**config.mk**
```make
export PLATFORM = sky130hd
export DESIGN_NAME = pe_nin_mout
export DESIGN_NICKNAME = d
export VERILOG_FILES = /design/src/rtl/defines_pkg.sv /design/src/rtl/pe_op_alu.sv /design/src/rtl/pe_nin_mout.sv
export SDC_FILE = /design/constraint.sdc
export NUM_CORES = 1
export LEC_CHECK = 0
export ABC_AREA = 0
export CAP_MARGIN = 0
export CORE_AREA = 5 5 171 173
export CTS_CLUSTER_SIZE = 30
export DETAILED_ROUTE_END_ITERATION = 16
export DIE_AREA = 0 0 176 178
export GPL_TIMING_DRIVEN = 0
export PLACE_DENSITY_LB_ADDON = 0.1
export REMOVE_ABC_BUFFERS = 1
export SLEW_MARGIN = 20
export SYNTH_ARGS = -nofsm -noshare
export SYNTH_HDL_FRONTEND = slang
export SYNTH_HIERARCHICAL = 1
export SYNTH_SLANG_ARGS = --single-unit
```
**constraint.sdc**
```tcl
create_clock -name clk -period 8.06 [get_ports clk]
set_input_delay 0.806 -clock clk [delete_from_list [all_inputs] [get_ports clk]]
set_output_delay 0.806 -clock clk [all_outputs]
set_load 0.005 [all_outputs]
```
**src/rtl/defines_pkg.sv**
```systemverilog
// defines_pkg: shared dataflow fabric types
package defines_pkg;
   typedef enum logic [2:0] {
      OP_OR  = 3'd0,
      OP_AND = 3'd1,
      OP_XOR = 3'd2,
      OP_ADD = 3'd3,
      OP_MAX = 3'd4,
      OP_MIN = 3'd5
   } pe_op_e;
endpackage

```
**src/rtl/pe_op_alu.sv**
```systemverilog
// pe_op_alu: combinational reduction of N_IN operands selected by op_mode
module pe_op_alu
   import defines_pkg::*;
#(
   parameter int WIDTH = 16,
   parameter int N_IN  = 2
) (
   input  logic [2:0]            op_mode,
   input  logic [N_IN*WIDTH-1:0] data_in,
   output logic [WIDTH-1:0]      result
);
   logic [WIDTH-1:0] r_or, r_and, r_xor, r_add, r_max, r_min, w;
   always_comb begin
      r_or  = '0;
      r_and = '1;
      r_xor = '0;
      r_add = '0;
      r_max = '0;
      r_min = '1;
      w     = '0;
      for (int i = 0; i < N_IN; i++) begin
         w     = data_in[i*WIDTH +: WIDTH];
         r_or  = r_or | w;
         r_and = r_and & w;
         r_xor = r_xor ^ w;
         r_add = r_add + w;
         r_max = w > r_max ? w : r_max;
         r_min = w < r_min ? w : r_min;
      end
   end
   // unused codes 6-7 fall through to OR
   assign result = op_mode == OP_AND ? r_and :
                   op_mode == OP_XOR ? r_xor :
                   op_mode == OP_ADD ? r_add :
                   op_mode == OP_MAX ? r_max :
                   op_mode == OP_MIN ? r_min : r_or;
endmodule

```
**src/rtl/pe_nin_mout.sv**
```systemverilog
// pe_nin_mout: N-input join, op ALU, elastic LATENCY-deep pipe, N-output fork
module pe_nin_mout
   import defines_pkg::*;
#(
   parameter int WIDTH   = 16,
   parameter int N_IN    = 2,
   parameter int N_OUT   = 2,
   parameter int LATENCY = 15
) (
   input  logic                           clk,
   input  logic                           rst,
   input  logic                           in_valid,
   output logic                           in_ready,
   input  logic [N_IN*WIDTH-1:0]          data_in,
   input  logic [2:0]                     op_mode,
   output logic [N_OUT-1:0]               out_valid,
   input  logic [N_OUT-1:0]               out_ready,
   output logic [N_OUT*WIDTH-1:0]         data_out,
   output logic [$clog2(LATENCY+1)-1:0]   occupancy
);
   localparam int OW = $clog2(LATENCY + 1);
   logic [LATENCY-1:0] valid, adv;
   logic [WIDTH-1:0]   data [LATENCY];
   logic [N_OUT-1:0]   done;
   logic [WIDTH-1:0]   alu_result;
   logic               accept, retire, run;
   pe_op_alu #(.WIDTH(WIDTH), .N_IN(N_IN)) u_alu (
      .op_mode (op_mode),
      .data_in (data_in),
      .result  (alu_result)
   );
   assign retire    = valid[LATENCY-1] & (&(done | out_ready));
   assign accept    = in_valid & in_ready;
   assign in_ready  = adv[0];
   assign out_valid = {N_OUT{valid[LATENCY-1]}} & ~done;
   assign data_out  = {N_OUT{data[LATENCY-1]}};
   // a stage may load if any stage from it to the head is empty or the head retires
   always_comb begin
      run = retire;
      adv = '0;
      for (int k = LATENCY - 1; k >= 0; k--) begin
         run    = run | ~valid[k];
         adv[k] = run;
      end
   end
   always_ff @(posedge clk)
      if (rst) begin
         valid     <= '0;
         done      <= '0;
         occupancy <= '0;
         for (int k = 0; k < LATENCY; k++) data[k] <= '0;
      end else begin
         if (adv[0]) valid[0] <= accept;
         if (adv[0] & accept) data[0] <= alu_result;
         for (int k = 1; k < LATENCY; k++) begin
            if (adv[k]) valid[k] <= valid[k-1];
            if (adv[k] & valid[k-1]) data[k] <= data[k-1];
         end
         done      <= retire ? '0 : done | (out_valid & out_ready);
         occupancy <= occupancy + OW'(accept) - OW'(retire);
      end
endmodule
```
==> results of run 1 <==
[where the power goes]
| group | switching (mW) | internal, mW | leakage (nW) | total [mW] |
|---|---|---|---|---|
| logic | 0.197 | 0.145 | 2.98 | 0.342 |
| clock network | 0.491 | 0.617 | 0.392 | 1.11 |
| registers | 0.0198 | 1.55 | 2.66 | 1.57 |
[tightest hold or removal path, cell delays in order (launching register included)]
cell	delay, ps
dfxtp_1	340
inv_1	60
a21oi_1	60
[metrics by stage]
stage	utilization, %	instance area, um2	hold WS [ps]	power, mW	worst slack (ps)
after floorplan	-	13000	453	1.80	4250
after global placement	51.8	14200	471	1.93	672
after detailed placement	52.3	14400	495	1.94	3430
after CTS	55.2	15200	501	3.05	3900
after global routing	55.2	15200	521	3.16	3790
final	55.2	15200	504	3.02	3830
[Yosys cell counts, drive strengths merged (4+ instances only)]
cell type    n  area (um2)
dfxtp       21         420
xor2         4        35.0
clkbuf      50         229
nand2b       6        37.5
xnor2        6        52.6
o22a         4        35.0
a21oi       62         310
ha          67         838
a211oi      27         213
nor3b       32         240
o21a         8        68.8
mux2i       17         170
nor2b       89         564
edfxtp     240        7210
nand4       15         106
o21ai       38         194
inv        120         450
nand3       18         113
o211ai       7        52.6
a211o        4        36.3
o31ai        5        42.5
a311oi      16         140
and3        54         339
nor3         5        30.0
and2        20         125
a21o        13        97.6
nor2        54         205
buf         43         307
nand2       79         323
a31oi        7        58.8
[worst min path at each step]
stage,end,slack (ps),from,cells past startpoint
global route,valid[12],520,valid[11],2
floorplan,valid[12],450,valid[11],2
CTS,valid[12],500,valid[11],2
finish,valid[12],500,valid[11],2
global placement,valid[12],470,valid[11],2
detailed placement,valid[12],490,valid[11],2
[routing by layer]
| layer | vias to the layer above | track usage (%) | share of wire, % |
|---|---|---|---|
| met2 | 171 | 26.7 | 47 |
| met4 | 0 | 3.05 | 1.8 |
| li1 | 4268 | - | - |
| met1 | 4083 | 21.8 | 46 |
| met5 | - | 0 | 0 |
| met3 | 36 | 2.90 | 5.1 |
[kinds of logic (layout without fill, tap and decap cells)]
| family | after synthesis | after routing | share of synthesized area, % |
|---|---|---|---|
| AO/OA/AOI/OAI | 220 | 220 | 11.3 |
| XOR/XNOR | 10 | 10 | 0.645 |
| adder cells (fa/ha/maj) | 69 | 69 | 6.47 |
| buffers and inverters | 214 | 255 | 7.34 |
| flip-flops | 261 | 261 | 56.2 |
| multiplexers | 19 | 19 | 1.59 |
| AND/OR/NAND/NOR | 388 | 388 | 16.5 |
[layout make-up]
cell class	instances	share of cell area [%]
flip-flops and latches	261	50.3
clock buffers	32	4.58
inverters	120	2.97
well taps	346	2.85
clock inverters	18	0.635
repair buffers	85	5.66
multi-input cells	706	33.0
[sequential cells by signal, summed over array words and instances, names as in the netlist]
signal and cells:
done 2, data 240, occupancy 4, valid 15
==> impl_metrics.tcl, run 1 <==
set metrics [dict create \
    clockRootBuffer "clkbuf_16" \
    required_ps 7250 \
    core_area_mm2 0.0275 \
    final.fill_count 2379 \
    outcome "complete, no violations" \
    hp-class "flop to flop" \
    cts-htree-levels 1 \
    cts_hold_buf 0 \
    cts-resized-gates 0 \
    syn-instance-count 1181 \
    antenna_found_initial 0 \
    tightest_slew_ps 982 \
    fp.dieArea_mm2 0.0313 \
    wire_per_inst_um 16.1 \
    clk_pin_slew_ps 60 \
    cp_num_buf_inv 2 \
    wl_um 25200 \
    dpl.hpwl_um 18100 \
    r2r_cells 10 \
    final_cell_mix "240 x edfxtp_1, 120 x inv_1, 86 x nor2b_1, 76 x nand2_1, 74 x clkdlybuf4s50_1" \
    die_y_um 178 \
    post-route-period-util_pct 52.5 \
    placed_cells 1518 \
    ff_latch_area_mm2 0.00763 \
    grt_first_pass_wirelength_um 40900 \
    nets 1310 \
    drv_slew 0 \
    avgSynthCellArea_um2 11.5 \
    port_buffers 78 \
    final_common_cell "edfxtp_1" \
    cts_tree "done" \
    ir_drop_v 0.000151 \
    worst-path-stages 5 \
    crit_family "simple AND/OR/NAND/NOR gates" \
    synth_edf_count 240 \
    path_max_fanout 19 \
    gp_congestion 0.883 \
    crit_end "in_ready" \
    criticalPathCategory "primary input to primary output" \
    r2r_end "occupancy[2]" \
    grt_max_degree 69 \
    io_pins 79 \
    ys_seq_elements 261 \
    post-route-drc-count 0 \
    cp_common_cell "clkdlybuf4s50_1" \
    slowest_stage "nor3_4" \
    crit_start "out_ready[0]" \
    reg2reg_from "valid[14]" \
    final_cells 1568 \
    antenna_cells 0 \
    synth_flop_cell "edfxtp_1" \
    drtAntennaViolNets 0 \
    yosysSeqAreaShare_pct 56.2 \
    start_kind "primary input" \
    dr.pass1.iters 5 \
    max_freq_ghz 0.237 \
    fin_tns_setup_ps 0 \
    grtUsageTotal_pct 15.8 \
    grt_pass1_vias 7947 \
    initial_core_util_pct 49.4 \
    path_cells "clkdlybuf4s50_1 > o22a_1 > nor3_4 > nand4_1 > clkdlybuf4s50_1" \
    setup_viol 0 \
    crit_arrival_ps 3420 \
    final-hold-violation-count 0 \
    synth_warnings 6 \
    multi_input_area_mm2 0.00501 \
    reg2reg_setup_slack_ps 4770 \
    slew_headroom_pct 34.1 \
    std_cell_rows 61 \
    cts_sinks 261 \
    synth_area_mm2 0.0136 \
    grt-ovfl-total 0 \
    power.leakage_nw 6.04 \
    drt_iter0_markers 547 \
    post-cts-setup-buffers 0 \
    cts_buffer_depth 3 \
    min_period_ps 4230 \
    crit_path_end_kind "primary output" \
    cts_made_buffers 27 \
    slowest_delay_ps 800 \
    die_w_um 176 \
    area_growth_pct 11.8 \
    rsz0062_at_grt "no" \
    async_flop_share_pct 0 \
    ys_types 86 \
    cap_violations 0 \
    clk_latency_ps 530 \
    num_vias 8558 \
    layout-drive-gt1-share_pct 7.12 \
    via_per_inst 5.46 \
    powerDensity_mw_per_mm2 199 \
    finalClockSkew_ps 10.7 \
]
No activity file was read; power rests on OpenSTA's default activity.
==> inputs of run 2 (changes only) <==
clock period = 3.7 ns   (was 8.06 ns; I/O delays follow)
==> results of run 2 <==
Same layout as run 1 (identical final DEF). Status: complete, no violations.
Main changes from that run: setup slack after placement 3430 ps -> -498 ps; number of gates resized after CTS 0 -> 1; setup slack after layout 3830 ps -> 266 ps; hold slack 504 ps -> 275 ps; start point of the critical path out_ready[0] -> valid[14]; register-to-register setup slack 4770 ps -> 410 ps; end point of the worst hold path valid[12] -> occupancy[1]; total power 3.02 mW -> 6.57 mW; worst IR drop on VDD 0.000151 V -> 0.000329 V
